==> config.mk <==
export PLATFORM = sky130hd
export DESIGN_NAME = bobing_dice_roller
export DESIGN_NICKNAME = d
export VERILOG_FILES = /design/src/rtl/bobing_dice_roller.sv
export SDC_FILE = /design/constraint.sdc
export NUM_CORES = 1
export LEC_CHECK = 0
export BUFFER_PORTS_ARGS = -buffer_cell sky130_fd_sc_hd__clkbuf_2
export CAP_MARGIN = 20
export CORE_AREA = 2 2 105 97
export CTS_BUF_LIST = sky130_fd_sc_hd__clkbuf_8 sky130_fd_sc_hd__clkbuf_16
export DETAILED_ROUTE_END_ITERATION = 16
export DIE_AREA = 0 0 107 99
export PLACE_DENSITY_LB_ADDON = 0.05
export SETUP_SLACK_MARGIN = 0.1
export SLEW_MARGIN = 20
export SYNTH_ARGS = -nofsm -noshare
export SYNTH_HDL_FRONTEND = slang
export SYNTH_SLANG_ARGS = --single-unit
==> constraint.sdc <==
create_clock -name clk -period 2.6 [get_ports clk]
set_clock_uncertainty 0.05 [all_clocks]
set_input_delay 0.52 -clock clk [delete_from_list [all_inputs] [get_ports clk]]
set_output_delay 0.52 -clock clk [all_outputs]
set_load 0.02 [all_outputs]
==> src/rtl/bobing_dice_roller.sv <==
// Bobing dice roller: a free-running 16-bit Galois LFSR feeds a three-state FSM
// that collects six faces in 1..6 into shadow registers, then publishes them to
// D1..D6 together with a single-cycle dice_valid pulse.
module bobing_dice_roller #(
   parameter logic [15:0] SEED = 16'hACE1
) (
   input  logic        clk,
   input  logic        rst_n,
   input  logic        roll_req,
   input  logic        seed_load,
   input  logic [15:0] seed_in,
   output logic [2:0]  D1,
   output logic [2:0]  D2,
   output logic [2:0]  D3,
   output logic [2:0]  D4,
   output logic [2:0]  D5,
   output logic [2:0]  D6,
   output logic        dice_valid,
   output logic        busy,
   output logic [7:0]  roll_count
);

   typedef enum logic [1:0] {
      ST_IDLE,
      ST_ROLL,
      ST_DONE
   } state_e;

   state_e           state_q, state_d;
   logic [15:0]      lfsr_q, lfsr_d;
   logic [15:0]      lfsr_step;
   logic [2:0]       idx_q, idx_d;
   logic [5:0][2:0]  shadow_q, shadow_d;
   logic [5:0][2:0]  dice_q, dice_d;
   logic             valid_q, valid_d;
   logic             busy_q, busy_d;
   logic [7:0]       count_q, count_d;
   logic [2:0]       sample;
   logic             sample_ok;

   // LFSR successor; ROLL samples the value produced at the current edge, so a
   // seed loaded in IDLE is first seen through its successor.
   always_comb begin
      lfsr_step = {1'b0, lfsr_q[15:1]} ^ (lfsr_q[0] ? 16'hB400 : 16'h0000);
      sample    = lfsr_step[2:0];
      sample_ok = (sample != 3'd0) && (sample != 3'd7);
   end

   // Next-state, LFSR, shadow collection and publish logic.
   always_comb begin
      state_d  = state_q;
      lfsr_d   = lfsr_step;
      idx_d    = idx_q;
      shadow_d = shadow_q;
      dice_d   = dice_q;
      valid_d  = 1'b0;
      busy_d   = busy_q;
      count_d  = count_q;
      case (state_q)
         ST_IDLE: begin
            if (seed_load) begin
               lfsr_d = (seed_in == '0) ? SEED : seed_in;
            end
            if (roll_req) begin
               state_d = ST_ROLL;
               idx_d   = 3'd1;
               busy_d  = 1'b1;
            end
         end
         ST_ROLL: begin
            if (sample_ok) begin
               for (int unsigned i = 0; i < 6; i++) begin
                  if (idx_q == 3'(i + 1)) begin
                     shadow_d[i] = sample;
                  end
               end
               if (idx_q == 3'd6) begin
                  // Publish includes the die accepted at this very edge.
                  state_d = ST_DONE;
                  dice_d  = shadow_d;
                  valid_d = 1'b1;
                  count_d = count_q + 8'd1;
               end else begin
                  idx_d = idx_q + 3'd1;
               end
            end
         end
         ST_DONE: begin
            state_d = ST_IDLE;
            busy_d  = 1'b0;
         end
         default: begin
            state_d = ST_IDLE;
            busy_d  = 1'b0;
         end
      endcase
   end

   // State and datapath registers with asynchronous active-low reset.
   always_ff @(posedge clk or negedge rst_n) begin
      if (!rst_n) begin
         state_q  <= ST_IDLE;
         lfsr_q   <= SEED;
         idx_q    <= 3'd1;
         shadow_q <= {6{3'd1}};
         dice_q   <= {6{3'd1}};
         valid_q  <= 1'b0;
         busy_q   <= 1'b0;
         count_q  <= '0;
      end else begin
         state_q  <= state_d;
         lfsr_q   <= lfsr_d;
         idx_q    <= idx_d;
         shadow_q <= shadow_d;
         dice_q   <= dice_d;
         valid_q  <= valid_d;
         busy_q   <= busy_d;
         count_q  <= count_d;
      end
   end

   assign D1         = dice_q[0];
   assign D2         = dice_q[1];
   assign D3         = dice_q[2];
   assign D4         = dice_q[3];
   assign D5         = dice_q[4];
   assign D6         = dice_q[5];
   assign dice_valid = valid_q;
   assign busy       = busy_q;
   assign roll_count = count_q;

endmodule

---- Yosys cells after proc, flatten, opt, wreduce, memory -nomap -nowiden ----
Cells that the tools add are included.
word-level totals
  bits in registers ....................... 67
  output and inout bits ................... 28
  logic and storage cells ................. 67
operators by class
  bitwise logic cells ..................... 2
  reductions and logical operators ........ 10
  multiplexer cells ....................... 23
  $add $sub $neg .......................... 2
  equality and inequality tests ........... 12
operators by type and width
  kind                                            count
  2-to-1 mux 16 bit                               4
  2-to-1 mux 3 bit                                9
  logical NOT 16 bit                              1
  bitwise XOR 15 x 16 -> 16 bit                   1
  == test 3 bit (second input constant)           3
  adder 8 x 1 -> 8 bit (second input constant)    1
  inequality test 2 bit (second input constant)   4
  == test 3 x 2 -> 1 bit (second input constant)  2
  2-to-1 mux 2 bit                                3
  one-hot mux 3 bit (2 select lines)              1
  AND reduction 3 bit                             2
  2-to-1 mux 1 bit                                4
  one-hot mux 2 bit (2 select lines)              1
  AND reduction 2 bit                             2
  AND reduction 4 bit                             1
  adder 3 x 1 -> 3 bit (second input constant)    1
  == test 3 x 1 -> 1 bit (second input constant)  1
  inequality test 3 bit (second input constant)   1
  nonzero test 3 bit                              1
  == test 2 x 1 -> 1 bit (second input constant)  1
  logical NOT 2 bit                               1
  one-hot mux 1 bit (2 select lines)              1
  nonzero test 2 bit                              1
  logical AND 1 bit                               1
  inverter 1 bit                                  1

---- Depth between registers and ports, before layout ----
  word-level depth ........................ 6
  depth in mapped cells ................... 7
  mapped depth without buffers ............ 6

---- Least setup slack after synthesis ----
Ideal clock, no wire load.
  path type ............................... reg2reg
  start ................................... register idx_q[0]
  end ..................................... register idx_q[0]
  stages on the path, launching flop included .. 7
  arrival ................................. 1593 ps
  setup slack ............................. 875 ps
  library setup time ...................... 82 ps
  clock period less this slack ............ 1725 ps
  buffers on the path ..................... 0
  required time ........................... 2468 ps
  path through ............................ dfstp_2 -> inv_1 -> ha_1 -> nand2_1 -> nand4_1 -> or2_2 -> mux2_2
on the way
  cells in the longest elaborated chain, start to end .. 4
  elaborated cells between the ends (all ways) .. 7
  classes of those cells .................. add/sub: 1; eq/ne: 2; mux: 3; reduce/logical: 1
RTL lines
  element                             line  source
  from (decl)                         32    logic [2:0] idx_q, idx_d;
  from (signal assigned)              113   idx_q <= idx_d;
  adder 3 x 1 -> 3 bit                84    idx_d = idx_q + 3'd1;
  2-to-1 mux 3 bit                    77    if (idx_q == 3'd6) begin
  2-to-1 mux 3 bit                    71    if (sample_ok) begin
  one-hot mux 3 bit (2 select lines)  59    case (state_q)
Parallel ways exist; a longest one is shown, timed or not. The select of a mux whose other input is x is not followed.
A chain may end at the register's enable or synchronous reset.

---- Worst setup path in the final report ----
  start ................................... register lfsr_q[3]
  end ..................................... register dice_q, in the netlist D6[2]
on the way
  cells in the longest elaborated chain, start to end .. 4
  elaborated cells between the ends (all ways) .. 6
  classes of those cells .................. eq/ne: 1; mux: 1; bitwise: 1; reduce/logical: 3
RTL lines
  element                                                      line  source
  from (decl)                                                  30    logic [15:0] lfsr_q, lfsr_d;
  from (signal assigned)                                       112   lfsr_q <= lfsr_d;
  bitwise XOR 15 x 16 -> 16 bit (*)                            44    lfsr_step = {1'b0, lfsr_q[15:1]} ^ (lfsr_q[0] ? 16'hB400 : 16'h0000);
  inequality test 3 bit or nonzero test 3 bit (tied branches)  46    sample_ok = (sample != 3'd0) && (sample != 3'd7);
  logical AND 1 bit                                            46
  AND reduction 3 bit (no source line)                         n/a
  to (signal assigned)                                         106   dice_q <= {6{3'd1}};
  to (signal assigned)                                         115   dice_q <= dice_d;
  to (decl)                                                    34    logic [5:0][2:0] dice_q, dice_d;
Mark *: on every way between the ends. The rest lies on a longest branch, timed or not.

==> flow_summary.toml <==
[critical_path]
worstPathMaxFanout = 24
crit_start = "lfsr_q[3]$_DFF_PN0_"
cp_data_required_time_ns = 2.77
r2r_start = "lfsr_q[3]$_DFF_PN0_"
start_kind = "flip-flop"
crit_arrival_ns = 2.16
crit_path_end_kind = "flip-flop"
worstSetupPathType = "reg -> reg"

[cts]
clk_latency_ns = 0.34
cts_root_buffer = "clkbuf_8"
post_cts_buffers = 0
cts_hold_buf = 0
clockBufferDepth = 2
cts_tree = "built"
htree_levels = 3
clock_sinks = 64
cts_buffers = 9
cts_resized = 0
clkSlewWorstSetupHoldPaths_ns = 0.07

[detailed_routing]
drt-total-wl_um = 5680
post_drt_wl_per_cell_um = 14.5
drt-vias-per-instance = 4.48
num_vias = 1759
route.antenna.remaining_nets = 0
drc_errors = 0
drt-pass1-iter-count = 4
drt_first_iter_violations = 36

[die]
dieArea_mm2 = 0.0106
io_pins = 48
rows = 34
initial_core_util = 0.293
coreArea_mm2 = 0.00949
fp.dieW_um = 107
die_h_um = 99

[pwr]
vdd_drop_max_v = 0.000470
p_leak_nw = 1.54
powerDensity_mw_per_mm2 = 1280

[timing]
tightest_slew_ns = 0.495
period_share = 0.764
drv_slew = 0
relSlewSlack = 0.667
fmax_mhz = 504
setup_viol = 0
finalCriticalPeriod_ns = 1.99
finalHoldViolCount = 0
setup_tns_ns = 0
rsz0062_at_grt = "no"

[flow_run]
maxCapViolCount = 0

[finish]
area_delta_synth_final_pct = 21.5
final_area_mm2 = 0.00338
fin_nets = 288
fillCellCount = 959
drive_above_1_share = 0.472
diodes = 0

[yosys]
synth_top_family_by_area = "multiplexers"
synth_ff_type = "dfrtp_1"
synth_edf_count = 0
synth_compound_area_frac = 0.0589
synth_mux_area_frac = 0.174
synth_nets = 234
netlist_area_mm2 = 0.00278
async_flop_share = 1.00
syn_inst = 208
synth_xor_xnor_area_share = 0.0315
ys_seq_area_frac = 0.584
yosys.area_share.simple = 0.101
yosysWarnings = 0
synth_cell_types = 31
synth-seq-cells = 64
avgSynthCellArea_um2 = 13.4
synthAdderAreaFrac = 0.0270

[placement]
place_area_mm2 = 0.00318
hpwlAfterDp_um = 4020
portBuffers = 47
place_congestion = 0.682

[status]
outcome = "finished, final reports clean"

[worst_hold_path]
hold_class = "in -> async"

[grt]
grt_max_degree = 25
grt_pass1_wl_um = 9680
grt_antenna_before_repair = 0
grt_overflow_total = 0
grt_usage = 0.120
grt_pass1_vias = 1868
[metrics by stage]
stage | hold WS, ns | utilization | total power, mW | std cells | setup slack (ns)
floorplan | 0.174 | - | 3.04 | 208 | 0.875
global placement | 0.411 | 0.336 | 3.54 | 377 | 0.637
detailed placement | 0.412 | 0.336 | 3.54 | 377 | 0.584
CTS | 0.0965 | 0.357 | 4.43 | 393 | 0.574
global route | 0.125 | 0.357 | 4.67 | 393 | 0.489
finish | 0.0880 | 0.357 | 4.34 | 393 | 0.614
[layout by cell type (no fill, tap or decap), drive strengths merged]
cell	Yosys	routed
clkbuf	4	58
dfrtp	44	44
mux2	33	33
dfstp	20	20
a21oi	12	12
nor2	12	12
inv	7	9
mux2i	9	9
nand2	8	8
o22a	8	8
xnor2	7	7
nand4	6	6
ha	6	6
nor4	6	6
buf	5	5
xor2	3	3
and3	3	3
nand2b	2	2
o211ai	2	2
or3b	2	2
clkinv	0	2
nor3b	1	1
o21ai	1	1
nor3	1	1
nand3	1	1
or3	1	1
or2	1	1
nand4b	1	1
o22ai	1	1
o31ai	1	1
bufinv	0	1
[critical path, cell delays in order, from the launching register on]
cell and delay [ns]:
dfrtp_1 0.54, and3_1 0.31, nor4_4 0.30, buf_4 0.31, mux2_2 0.36
[registers in the layout (all words and copies together) (netlist names)]
signal and flops:
D3 3, D2 3, D6 3, D4 3
lfsr_q 16, idx_q 3, dice_valid 1, D1 3
roll_count 8, shadow_q 15, state_q 2, busy 1
D5 3
[synthesized netlist by cell type, drive strengths merged (3+ instances only)]
cell type / number / share of area
nand4: 6 / 0.013
dfrtp: 44 / 0.40
dfstp: 20 / 0.19
nor4: 6 / 0.016
clkbuf: 4 / 0.0054
ha: 6 / 0.027
buf: 5 / 0.0090
o22a: 8 / 0.025
nor2: 12 / 0.016
mux2i: 9 / 0.032
inv: 7 / 0.0094
and3: 3 / 0.0067
nand2: 8 / 0.011
xnor2: 7 / 0.022
xor2: 3 / 0.0094
a21oi: 12 / 0.022
mux2: 33 / 0.14
[cell families (layout without fill, tap and decap cells)]
kind of cell,Yosys count,in the layout
compound gates,25,25
xor+xnor,10,10
fa+ha+maj,6,6
buf+inv,16,75
flops,64,64
mux,42,42
simple gates,45,45
[where the power goes]
part	total, mW	internal (mW)	switching (mW)
Clock	0.859	0.485	0.374
Combinational	1.56	0.780	0.780
Sequential	1.92	1.56	0.359
Total	4.34	2.83	1.51
[final cells by class]
cell class              count  area (µm²)  area share
well taps                 126         158      0.0466
flip-flops and latches     64        1630       0.481
multi-input cells         128        1100       0.325
clock inverters             5        47.5      0.0141
inverters                   7        26.3     0.00777
clock buffers              11         151      0.0448
repair buffers             52         273      0.0807
[per-layer routing]
metal | vias to the layer above | track usage | wire (µm)
li1 | 851 | - | -
met1 | 862 | 0.152 | 2670
met2 | 37 | 0.190 | 2680
met3 | 9 | 0.0364 | 243
met4 | 0 | 0.0480 | 92
met5 | - | 0 | 0
[path summary, 6_finish.rpt]
| path | depth (start not counted) | slack [ns] | endpoint |
|---|---|---|---|
| max in group asynchronous | 2 | 1.67 | D4[0]$_DFFE_PN1P_ |
| worst max register to register | 4 | 0.61 | D6[2]$_DFFE_PN0P_ |
| min in group clk | 3 | 0.36 | lfsr_q[12]$_DFF_PN0_ |
| worst min register to register | 1 | 0.42 | roll_count[7]$_DFFE_PN0P_ |
| worst max-delay path | 4 | 0.61 | D6[2]$_DFFE_PN0P_ |
| worst min-delay path | 1 | 0.09 | roll_count[7]$_DFFE_PN0P_ |
(Power assumes the default switching activity.)
